## config.mk

```make
export PLATFORM = sky130hd
export DESIGN_NAME = wb_modport
export DESIGN_NICKNAME = d
export VERILOG_FILES = /design/src/rtl/wb_modport_pkg.sv /design/src/rtl/wb_modport_watchdog.sv /design/src/rtl/wb_modport.sv
export SDC_FILE = /design/constraint.sdc
export NUM_CORES = 1
export LEC_CHECK = 0
export CAP_MARGIN = 20
export CORE_AREA = 2 2 116 118
export DETAILED_ROUTE_END_ITERATION = 7
export DIE_AREA = 0 0 118 120
export GPL_ROUTABILITY_DRIVEN = 0
export PLACE_DENSITY_LB_ADDON = 0.1
export SYNTH_ARGS = -nofsm -noshare
export SYNTH_HDL_FRONTEND = slang
export SYNTH_SLANG_ARGS = --single-unit
export TNS_END_PERCENT = 1
```

## constraint.sdc

```tcl
create_clock -name clk -period 3.7 [get_ports clk]
set_clock_uncertainty 0.2 [all_clocks]
set_input_delay 0.37 -clock clk [delete_from_list [all_inputs] [get_ports clk]]
set_output_delay 0.37 -clock clk [all_outputs]
set_load 0.05 [all_outputs]
```

## src/rtl/wb_modport_pkg.sv

```systemverilog
// Shared defaults and address-window helpers for the wb_modport interconnect.
// The helper functions are evaluated at elaboration to reject illegal slave maps.
package wb_modport_pkg;

  localparam int unsigned DEF_DATA_WIDTH = 32;
  localparam int unsigned DEF_ADDR_WIDTH = 32;
  localparam int unsigned DEF_TIMEOUT    = 16;

  function automatic bit is_pow2(input int unsigned v);
    longint unsigned x;
    x = 64'(v);
    return (x != 64'd0) && ((x & (x - 64'd1)) == 64'd0);
  endfunction

  function automatic bit is_aligned(input int unsigned base, input int unsigned size);
    return (size != 0) && ((base % size) == 0);
  endfunction

  // Window check: a legal window has a power-of-two size and a naturally aligned base.
  function automatic bit window_ok(input int unsigned base, input int unsigned size);
    return is_pow2(size) && is_aligned(base, size);
  endfunction

  // 64-bit math keeps windows near the top of the address space from wrapping.
  function automatic bit windows_overlap(input int unsigned base_a, input int unsigned size_a,
                                         input int unsigned base_b, input int unsigned size_b);
    longint unsigned a0, a1, b0, b1;
    a0 = 64'(base_a);
    a1 = a0 + 64'(size_a);
    b0 = 64'(base_b);
    b1 = b0 + 64'(size_b);
    return (a0 < b1) && (b0 < a1);
  endfunction

endpackage

```

## src/rtl/wb_modport_watchdog.sv

```systemverilog
// Stall timeout counter plus one-cycle error pulse generator.
// Flags unmapped accesses once per access and hit accesses that go TIMEOUT cycles without ack.
module wb_modport_watchdog
  import wb_modport_pkg::*;
#(
  parameter int unsigned TIMEOUT = DEF_TIMEOUT,
  parameter int unsigned SEL_W   = 1
) (
  input  logic             clk,
  input  logic             rst_n,
  input  logic             req,
  input  logic             hit,
  input  logic             ack,
  input  logic [SEL_W-1:0] sel,
  output logic             err,
  output logic             tout,
  output logic [SEL_W-1:0] tout_sel
);

  localparam int unsigned CNT_W = $clog2(TIMEOUT + 1);

  logic [CNT_W-1:0] cnt;
  logic [CNT_W-1:0] cnt_next;
  logic [SEL_W-1:0] sel_q;
  logic             unmapped_seen;
  logic             stall;
  logic             unmapped;

  // The slave is not strobed during its own timeout cycle, so that cycle does not count.
  assign stall    = req & hit & ~ack & ~tout;
  assign unmapped = req & ~hit;
  assign cnt_next = ((cnt != '0) && (sel == sel_q)) ? cnt + 1'b1 : CNT_W'(1);

  always_ff @(posedge clk) begin
    if (!rst_n) begin
      cnt           <= '0;
      sel_q         <= '0;
      unmapped_seen <= 1'b0;
      err           <= 1'b0;
      tout          <= 1'b0;
      tout_sel      <= '0;
    end else begin
      err           <= 1'b0;
      tout          <= 1'b0;
      unmapped_seen <= unmapped;
      if (unmapped && !unmapped_seen) err <= 1'b1;
      if (stall) begin
        sel_q <= sel;
        if (cnt_next == CNT_W'(TIMEOUT)) begin
          cnt      <= '0;
          err      <= 1'b1;
          tout     <= 1'b1;
          tout_sel <= sel;
        end else begin
          cnt <= cnt_next;
        end
      end else begin
        cnt <= '0;
      end
    end
  end

endmodule

```

## src/rtl/wb_modport.sv

```systemverilog
// One-master, N-slave Wishbone address decoder with read mux and bus watchdog.
// Decode and muxing are purely combinational; only the error path is registered.
module wb_modport
  import wb_modport_pkg::*;
#(
  parameter int unsigned INSTANCES                   = 2,
  parameter int unsigned BASE_ADDRESS [INSTANCES]    = '{32'd0, 32'd1024},
  parameter int unsigned MEMORY_SPACE [INSTANCES]    = '{32'd256, 32'd256},
  parameter int unsigned DATA_WIDTH                  = DEF_DATA_WIDTH,
  parameter int unsigned ADDR_WIDTH                  = DEF_ADDR_WIDTH,
  parameter int unsigned TIMEOUT                     = DEF_TIMEOUT
) (
  input  logic                            clk,
  input  logic                            rst_n,
  input  logic [ADDR_WIDTH-1:0]           s_adr,
  input  logic [DATA_WIDTH-1:0]           s_dat_i,
  input  logic                            s_we,
  input  logic                            s_stb,
  input  logic                            s_cyc,
  output logic [DATA_WIDTH-1:0]           s_dat_o,
  output logic                            s_ack,
  output logic                            s_err,
  output logic [INSTANCES*ADDR_WIDTH-1:0] m_adr,
  output logic [INSTANCES*DATA_WIDTH-1:0] m_dat_i,
  output logic [INSTANCES-1:0]            m_we,
  output logic [INSTANCES-1:0]            m_stb,
  output logic [INSTANCES-1:0]            m_cyc,
  input  logic [INSTANCES*DATA_WIDTH-1:0] m_dat_o,
  input  logic [INSTANCES-1:0]            m_ack
);

  localparam int unsigned SEL_W = (INSTANCES > 1) ? $clog2(INSTANCES) : 1;

  logic [INSTANCES-1:0]  hit;
  logic [INSTANCES-1:0]  blocked;
  logic [SEL_W-1:0]      sel;
  logic [DATA_WIDTH-1:0] sel_dat;
  logic                  sel_ack;
  logic                  tout;
  logic [SEL_W-1:0]      tout_sel;

  for (genvar j = 0; j < INSTANCES; j++) begin : g_slave
    if (!window_ok(BASE_ADDRESS[j], MEMORY_SPACE[j]))
      $error("wb_modport: slave %0d window base=0x%0h size=0x%0h is not a power of two or not aligned",
             j, BASE_ADDRESS[j], MEMORY_SPACE[j]);
    for (genvar k = j + 1; k < INSTANCES; k++) begin : g_ovl
      if (windows_overlap(BASE_ADDRESS[j], MEMORY_SPACE[j], BASE_ADDRESS[k], MEMORY_SPACE[k]))
        $error("wb_modport: windows of slave %0d and slave %0d overlap", j, k);
    end

    localparam int unsigned           W    = $clog2(MEMORY_SPACE[j]);
    localparam logic [ADDR_WIDTH-1:0] BASE = ADDR_WIDTH'(BASE_ADDRESS[j]);
    localparam logic [ADDR_WIDTH-1:0] MASK = ADDR_WIDTH'(MEMORY_SPACE[j] - 1);

    assign hit[j]     = (s_adr >> W) == (BASE >> W);
    assign blocked[j] = tout & (tout_sel == SEL_W'(j));
    assign m_adr[j*ADDR_WIDTH +: ADDR_WIDTH] = s_adr & MASK;
    assign m_stb[j]   = s_stb & hit[j] & ~blocked[j];
    assign m_cyc[j]   = s_cyc & hit[j] & ~blocked[j];
  end

  assign m_we    = {INSTANCES{s_we}};
  assign m_dat_i = {INSTANCES{s_dat_i}};

  always_comb begin
    sel     = '0;
    sel_dat = '0;
    sel_ack = 1'b0;
    for (int j = 0; j < INSTANCES; j++) begin
      if (hit[j]) begin
        sel     = SEL_W'(j);
        sel_dat = m_dat_o[j*DATA_WIDTH +: DATA_WIDTH];
        sel_ack = m_ack[j];
      end
    end
  end

  assign s_dat_o = sel_dat;
  // An ack that lands in an error cycle is dropped so ack and err stay exclusive.
  assign s_ack   = sel_ack & ~s_err;

  wb_modport_watchdog #(
    .TIMEOUT (TIMEOUT),
    .SEL_W   (SEL_W)
  ) u_watchdog (
    .clk      (clk),
    .rst_n    (rst_n),
    .req      (s_cyc & s_stb),
    .hit      (|hit),
    .ack      (sel_ack),
    .sel      (sel),
    .err      (s_err),
    .tout     (tout),
    .tout_sel (tout_sel)
  );

endmodule

```

Word level (Yosys, flattened, before mapping)
Cells that the tools add are included.
W data, S select, Z words.
- add/sub/neg operators: 1
- equality and inequality tests: 3
- mux-type cells: 10
- bitwise logic cells: 25
- reduce and logical (&&, ||, !) cells: 9
- operators with widths (kind ; count):
    $mux W32 ; 2
    $logic_not A32 Y1 ; 1
    $eq A24 B3 Y1 const B ; 1
    $and A1 B1 Y1 ; 16
    $not A1 Y1 ; 9
    $mux W1 ; 7
    $add A5 B1 Y5 const B ; 1
    $eq A5 B5 Y1 const B ; 1
    $mux W5 ; 1
    $reduce_bool A5 Y1 ; 1
    $reduce_and A2 Y1 ; 2
    $reduce_or A3 Y1 ; 1
    $logic_and A1 B1 Y1 ; 2
    $reduce_or A2 Y1 ; 1
    $eq A1 B1 Y1 ; 1
    $logic_not A1 Y1 ; 1
- register bits: 10
- bits of input ports: 135
- output and inout bits: 168
- word-level logic and storage cells: 54

Depth between registers and ports, before layout
Gate-level depths: netlist of run 1.
- word-level depth: 8
- mapped depth: 7
- depth with buffers taken out: 7

By module
From an unflattened synthesis of run 1, not the netlist that was laid out.
- cells, all modules: 281
- area total of the unflattened synthesis: 2212.1 sq um
- modules (own cells, without submodules) (module ; times used ; cells each ; area each (sq um) ; sequential area each (sq um)):
    wb_modport ; 1 ; 233 ; 1741.7 ; 0.0
    wb_modport_watchdog ; 1 ; 48 ; 470.5 ; 200.2

Worst setup path before layout of run 1
OpenSTA, ideal clock, no wires.
- path kind: input to output
- start point: in s_adr[8]
- end point: out s_ack
- arrival: 2.320 ns
- required time: 3.130 ns
- setup slack: 0.810 ns
- stages: 5
- path through: nor4_1 > nand4_1 > or2_1 > clkbuf_1 > nor3_1
- cells in the longest elaborated chain, start to end: 4
- ends and longest elaborated chain (item ; line ; text):
    start, declared ; wb_modport.sv:15 ; input logic [ADDR_WIDTH-1:0] s_adr,
    $logic_not A32 Y1 ; wb_modport.sv:55 ; assign hit[j] = (s_adr >> W) == (BASE >> W);
    $mux W1 ; wb_modport.sv:70 ; if (hit[j]) begin
    $mux W1 * ; wb_modport.sv:70 ;
    $and A1 B1 Y1 * ; wb_modport.sv:80 ; assign s_ack = sel_ack & ~s_err;
    end, declared ; wb_modport.sv:21 ; output logic s_ack,
Every way passes the cells marked *; elsewhere a longest branch is shown, timed or not.

Final worst setup path of run 1
- start point: in s_adr[8]
- end point: out s_dat_o[22]
- cells in the longest elaborated chain, start to end: 3
- ends and longest elaborated chain (item ; line ; text):
    $logic_not A32 Y1 ; wb_modport.sv:55 ;
    $mux W32 ; wb_modport.sv:70 ;
    $mux W32 * ; wb_modport.sv:70 ;
    end, declared ; wb_modport.sv:20 ; output logic [DATA_WIDTH-1:0] s_dat_o,
Marks and branches as above.

==> run_results.csv, run 1 <==
group,metric,value,unit
floorplan,die_y,120,um
floorplan,core_area,13000,um2
detailed_routing,drt-wirelength-per-cell,14.5,um
clock_tree,cts_sinks,10,
detailed_routing,ant_nets,0,
clock_tree,clkLatencyLatePin,0.24,ns
detailed_routing,vias,1697,
logic_synthesis,ys_seq_area_share,9.71,%
timing,slew_headroom,63.5,%
worst_setup_path,cp_slowest_cell,"or2_1",
detailed_routing,dr.first_iter.drc_count,60,
global_route,grt_antenna_before_repair,0,
logic_synthesis,synth_top_cell_area_share,47.7,%
pwr,p_total,575,uW
pwr,irDropWorstVdd,0.121,mV
finish,ff_latch_area,200,um2
timing,tns,0,ns
timing,fmax,326,MHz
worst_hold_path,holdCritPathClass,"reg -> reg",
clock_tree,post_cts_buffers,0,
detailed_routing,first_pass_iters,4,
logic_synthesis,synth_cell_types,34,
worst_setup_path,path_cells,"clkdlybuf4s50_1, nor4_1, nand4_1, or2_1, buf_4, nor2_1, buf_12",
logic_synthesis,synth-seq-cells,10,
worst_setup_path,crit_fanout,25,
clock_tree,ctsResizeCount,0,
pwr,leakage,1.33,nW
logic_synthesis,yosysTopAreaCell,"buf_4",
logic_synthesis,yosys-top-cells-count,"buf_4 (131), nor2_1 (39), mux2i_1 (34)",
logic_synthesis,ys.flop_type,"dfxtp_1",
floorplan,start_util,15.9,%
finish,nets,455,
placement,dp_hpwl,6210,um
worst_setup_path,path_class,"in -> out",
logic_synthesis,syn_area_per_cell,7.60,um2
floorplan,dieArea,14200,um2
logic_synthesis,synth_edf_count,0,
worst_setup_path,crit_path_end_kind,"primary output",
pwr,powerDensity,181,nW/um2
timing,fin_crit_sh,82.9,%
timing,rsz0062_at_grt,"no",
timing,slew_viol_final,0,
finish,drive_gt1_share,16.1,%
clock_tree,htree_levels,1,
clock_tree,cts_hold_buf,0,
global_route,grt_pass1_wl,10000,um
worst_setup_path,critPathMaxStageDelay,0.41,ns
worst_setup_path,worstSetupStartpointType,"input pin",
global_route,grt_overflow_total,0,
timing,setup_viol,0,
finish,multiInputGateArea,1010,um2
clock_tree,clkTransAtPathRegs,0.04,ns
global_route,first_global_vias,1636,
global_route,grt_max_degree,30,
timing,tightest_slew,0.546,ns
worst_setup_path,cp.arrival,2.50,ns
clock_tree,cts.path.max_buffers,2,
clock_tree,cts_made_buffers,3,
logic_synthesis,ys_warn_count,0,
detailed_routing,drt_wl_total,7160,um
finish,areaGrowthSynthToFinish,54.0,%
finish,diodes,0,
clock_tree,cts_tree,"yes",
logic_synthesis,ys_async_sr_fraction,0,%
timing,final.min_clock_period,3.07,ns
timing,finalHoldViolCount,0,
logic_synthesis,synth_cells,271,
detailed_routing,drc,0,
global_route,grt_usage,9.45,%
placement,dpl_cell_area,3090,um2
logic_synthesis,synth_most_common_cell,"buf_4",
floorplan,rows,42,
detailed_routing,viasPerCell,3.44,
finish,final.fill_count,1437,
floorplan,ios,303,
worst_setup_path,worstPathRequired,3.13,ns
clock_tree,cts_root_buf,"clkbuf_16",
run,cap_violations,0,
outcome,status,"finished, final reports clean",
placement,port_buffers,131,
finish,finalInstanceArea,3170,um2
logic_synthesis,synthTopCellsByArea,"buf_4 (48%), mux2i_1 (17%), dfxtp_1 (9.7%)",
logic_synthesis,syn-cell-area,2060,um2
floorplan,dieWidth,118,um
## path summary, 6_finish.rpt
kind	startpoint	to	slack (ns)	cells after the start
setup reg to reg	u_watchdog.cnt[0]	u_watchdog.tout_sel	1.17	7
hold / removal	u_watchdog.unmapped_seen	u_watchdog.err	0.27	1
setup / recovery	s_adr[8]	s_dat_o[22]	0.63	7
hold reg to reg	u_watchdog.unmapped_seen	u_watchdog.err	0.27	1
## report_power, final
part           internal [mW]  total, mW  leakage, nW  switching, mW
Sequential             0.109      0.109       0.0808       0.000313
Combinational          0.106      0.251         1.20          0.145
Clock                  0.163      0.214       0.0442         0.0519
## registers in the layout (all words and copies together), names as in the netlist
signal and cells:
u_watchdog.err 1, u_watchdog.sel_q 1, u_watchdog.unmapped_seen 1, u_watchdog.tout 1
u_watchdog.tout_sel 1, u_watchdog.cnt 5
## layout by cell type, fill, tap and decap left out, types with 4 or more instances in the layout
cell type        synthesis  routed
inv_1                    4       4
dfxtp_1                 10      10
nor2_1                  39      39
mux2i_1                 34      34
and3_1                   5       5
nand3_1                  4       4
buf_12                   0      33
nor4_1                   5       5
conb_1                   1      48
clkdlybuf4s50_1          0      93
buf_4                  131       6
## metal layers
| metal | routed length, um | up-vias | global-route usage (%) |
|---|---|---|---|
| met5 | 0 | - | 0 |
| met4 | 173 | 0 | 3.99 |
| met3 | 627 | 29 | 2.28 |
| met2 | 4190 | 105 | 19.5 |
| met1 | 2160 | 762 | 8.61 |
| li1 | - | 801 | - |
## cells by family after synthesis
| kind of cell | share of synthesized area (%) |
|---|---|
| DFF | 9.71 |
| xor gates and xnor gates | 1.70 |
| muxes | 17.2 |
| and+or+nand+nor | 17.4 |
| other | 0.182 |
| adders and majority gates | 1.21 |
| buffers and inverters | 49.9 |
| AOI/OAI and AO/OA | 2.67 |
## through the flow
step | hold WS (ns) | utilization (%) | setup slack, ns | std cells
2_1_floorplan | 0.211 | - | 0.810 | 318
3_3_place_gp | 0.255 | 23.8 | 0.627 | 489
3_5_place_dp | 0.260 | 23.8 | 0.578 | 489
4_1_cts | 0.268 | 24.5 | 0.574 | 493
5_1_grt | 0.293 | 24.5 | 0.493 | 493
6_report | 0.267 | 24.5 | 0.634 | 493
## cell type report
class                      instances  area share (%)
tap                              176            6.94
sequential                        10            6.31
inverter                           4           0.473
multi-input combinational        166            31.8
timing repair buffer             133            51.7
clock buffer                       4            2.80
## critical path: cells and delay by family
kind / cells / cell delay (ns)
simple gates: 4 / 1.27
buf+inv: 3 / 0.84
Note: power is estimated with default switching activity, not from simulation.
==> run 2, diff against run 1 <==
CORE_AREA = 2 2 119 121   (was 2 2 116 118)
DIE_AREA = 0 0 121 123   (was 0 0 118 120)
clock period = 2.8 ns   (was 3.7 ns; I/O delays follow)
==> run_results.csv, run 2 (synthesis gave the netlist of run 1 again) <==
group,metric,value,unit
outcome,status,"finished, final reports clean",
pwr,seqPwrFrac,18.9,%
detailed_routing,dr.first_iter.drc_count,56,
clock_tree,cts_sinks,10,
timing,fin_crit_sh,95.4,%
worst_setup_path,reg2reg_from,"u_watchdog.cnt[0]",
placement,dp_hpwl,5750,um
clock_tree,ctsResizeCount,0,
timing,tns,0,ns
pwr,powerDensity,235,nW/um2
finish,final_common_cell,"clkdlybuf4s50_1",
finish,nets,458,
global_route,grt_pass1_wl,9030,um
placement,placed_cells,496,
pwr,leakage,1.36,nW
clock_tree,cts_made_buffers,3,
pwr,switching_power,266,uW
worst_setup_path,path_class,"in -> out",
pwr,internal-power,500,uW
timing,rsz0062_at_grt,"no",
worst_setup_path,crit_start,"s_adr[30]",
floorplan,rows,43,
global_route,grt_max_degree,39,
pwr,irDropWorstVdd,0.144,mV
global_route,grt_antenna_before_repair,0,
detailed_routing,drt-wirelength-per-cell,13.6,um
finish,diodes,0,
global_route,met2_usage,14.9,%
timing,finalHoldViolCount,0,
worst_setup_path,endpoint,"s_dat_o[16]",
worst_setup_path,r2r-end,"u_watchdog.tout_sel",
timing,tightest_slew,0.635,ns
clock_tree,cts.path.max_buffers,2,
clock_tree,cts_tree,"yes",
finish,top_register,"u_watchdog.cnt",
finish,finalInstanceArea,3260,um2
detailed_routing,ant_nets,0,
finish,layoutNonFillerInstCount,500,
floorplan,dieArea,14900,um2
timing,fmax,374,MHz
floorplan,dieWidth,121,um
floorplan,ios,303,
worst_hold_path,holdPathStages,1,
timing,setup_viol,0,
worst_setup_path,cp.arrival,2.19,ns
placement,port_buffers,131,
detailed_routing,vias,1709,
worst_setup_path,crit_fanout,32,
global_route,met1_usage,7.92,%
clock_tree,clkTransAtPathRegs,0.04,ns
timing,slew_headroom,57.7,%
finish,largest_register_ffs,5,
worst_hold_path,holdCritPathClass,"reg -> reg",
global_route,gr-usage-met3,2.03,%
worst_setup_path,worstPathRequired,2.32,ns
finish,mostFrequentLayoutCells,"clkdlybuf4s50_1 (93), conb_1 (48), nor2_1 (39)",
timing,timing.hold.ws,0.242,ns
global_route,grt_overflow_total,0,
pwr,p_clk_share,37.5,%
finish,drive_gt1_share,16.9,%
placement,dpl_cell_area,3180,um2
floorplan,core_area,13600,um2
pwr,p_total,766,uW
pwr,switching_share,34.7,%
detailed_routing,drc,0,
worst_setup_path,rrSetupSlack,0.29,ns
global_route,grt_usage,8.02,%
clock_tree,cts_root_buf,"clkbuf_16",
timing,final.min_clock_period,2.67,ns
clock_tree,cts_hold_buf,0,
finish,areaGrowthSynthToFinish,58.4,%
worst_setup_path,rr_worst_depth,7,
pwr,pwr-share-comb,43.6,%
detailed_routing,drt_wl_total,6820,um
clock_tree,htree_levels,1,
floorplan,start_util,15.1,%
timing,slew_viol_final,0,
run,cap_violations,0,
detailed_routing,viasPerCell,3.42,
global_route,first_global_vias,1618,
global_route,top_usage_layer,"met2",
worst_setup_path,worstSetupStartpointType,"input pin",
clock_tree,clkLatencyLatePin,0.24,ns
worst_setup_path,crit_path_end_kind,"primary output",
clock_tree,post_cts_buffers,0,
detailed_routing,first_pass_iters,4,
floorplan,die_y,123,um
==> run 2: changes by cell type in the layout (fill, tap and decap cells not counted) <==
| cell | change |
|---|---|
| buf_12 | +5 |
| buf_4 | -2 |
==> run 2: worst min path at each step <==
stage	end	start	slack, ns
global route	u_watchdog.err	u_watchdog.unmapped_seen	0.28
detailed placement	u_watchdog.err	u_watchdog.unmapped_seen	0.24
finish	u_watchdog.err	u_watchdog.unmapped_seen	0.24
floorplan	u_watchdog.sel_q	rst_n	0.21
global placement	u_watchdog.err	u_watchdog.unmapped_seen	0.22
CTS	u_watchdog.err	u_watchdog.unmapped_seen	0.24
==> run 2: cell type report <==
class / instances / area [um2]
Timing Repair Buffer: 136 / 1730
Sequential cell: 10 / 200
Fill cell: 1492 / 10300
Inverter: 4 / 15.0
Multi-Input combinational cell: 166 / 1010
Tap cell: 180 / 225
Clock buffer: 4 / 88.8
==> run 2: power groups by stage <==
stage	sequential (mW)	combinational (mW)	clock, mW
2_1_floorplan	0.149	0.555	0
3_3_place_gp	0.147	0.336	0
5_1_grt	0.145	0.352	0.302
6_report	0.145	0.334	0.288
4_1_cts	0.144	0.337	0.298
3_5_place_dp	0.147	0.336	0
==> run 2: through the flow <==
| stage | utilization (%) | setup WS (ns) |
|---|---|---|
| floorplan | - | 0.0900 |
| global placement | 23.3 | 0.0884 |
| detailed placement | 23.3 | 0.125 |
| CTS | 24.0 | 0.117 |
| global route | 24.0 | 0.0562 |
| finish | 24.0 | 0.128 |
==> run 2: worst max-delay path, stage by stage <==
cell,delay (ns)
clkdlybuf4s50_1,0.40
nor4_1,0.39
buf_4,0.19
nand2_1,0.06
or2_1,0.27
buf_12,0.19
nor2_1,0.22
buf_12,0.17
==> run 2: per-layer routing <==
metal	vias up	share of wire, %
met3	46	11
met1	742	32
met4	0	4.8
met5	-	0
met2	118	52
li1	803	-
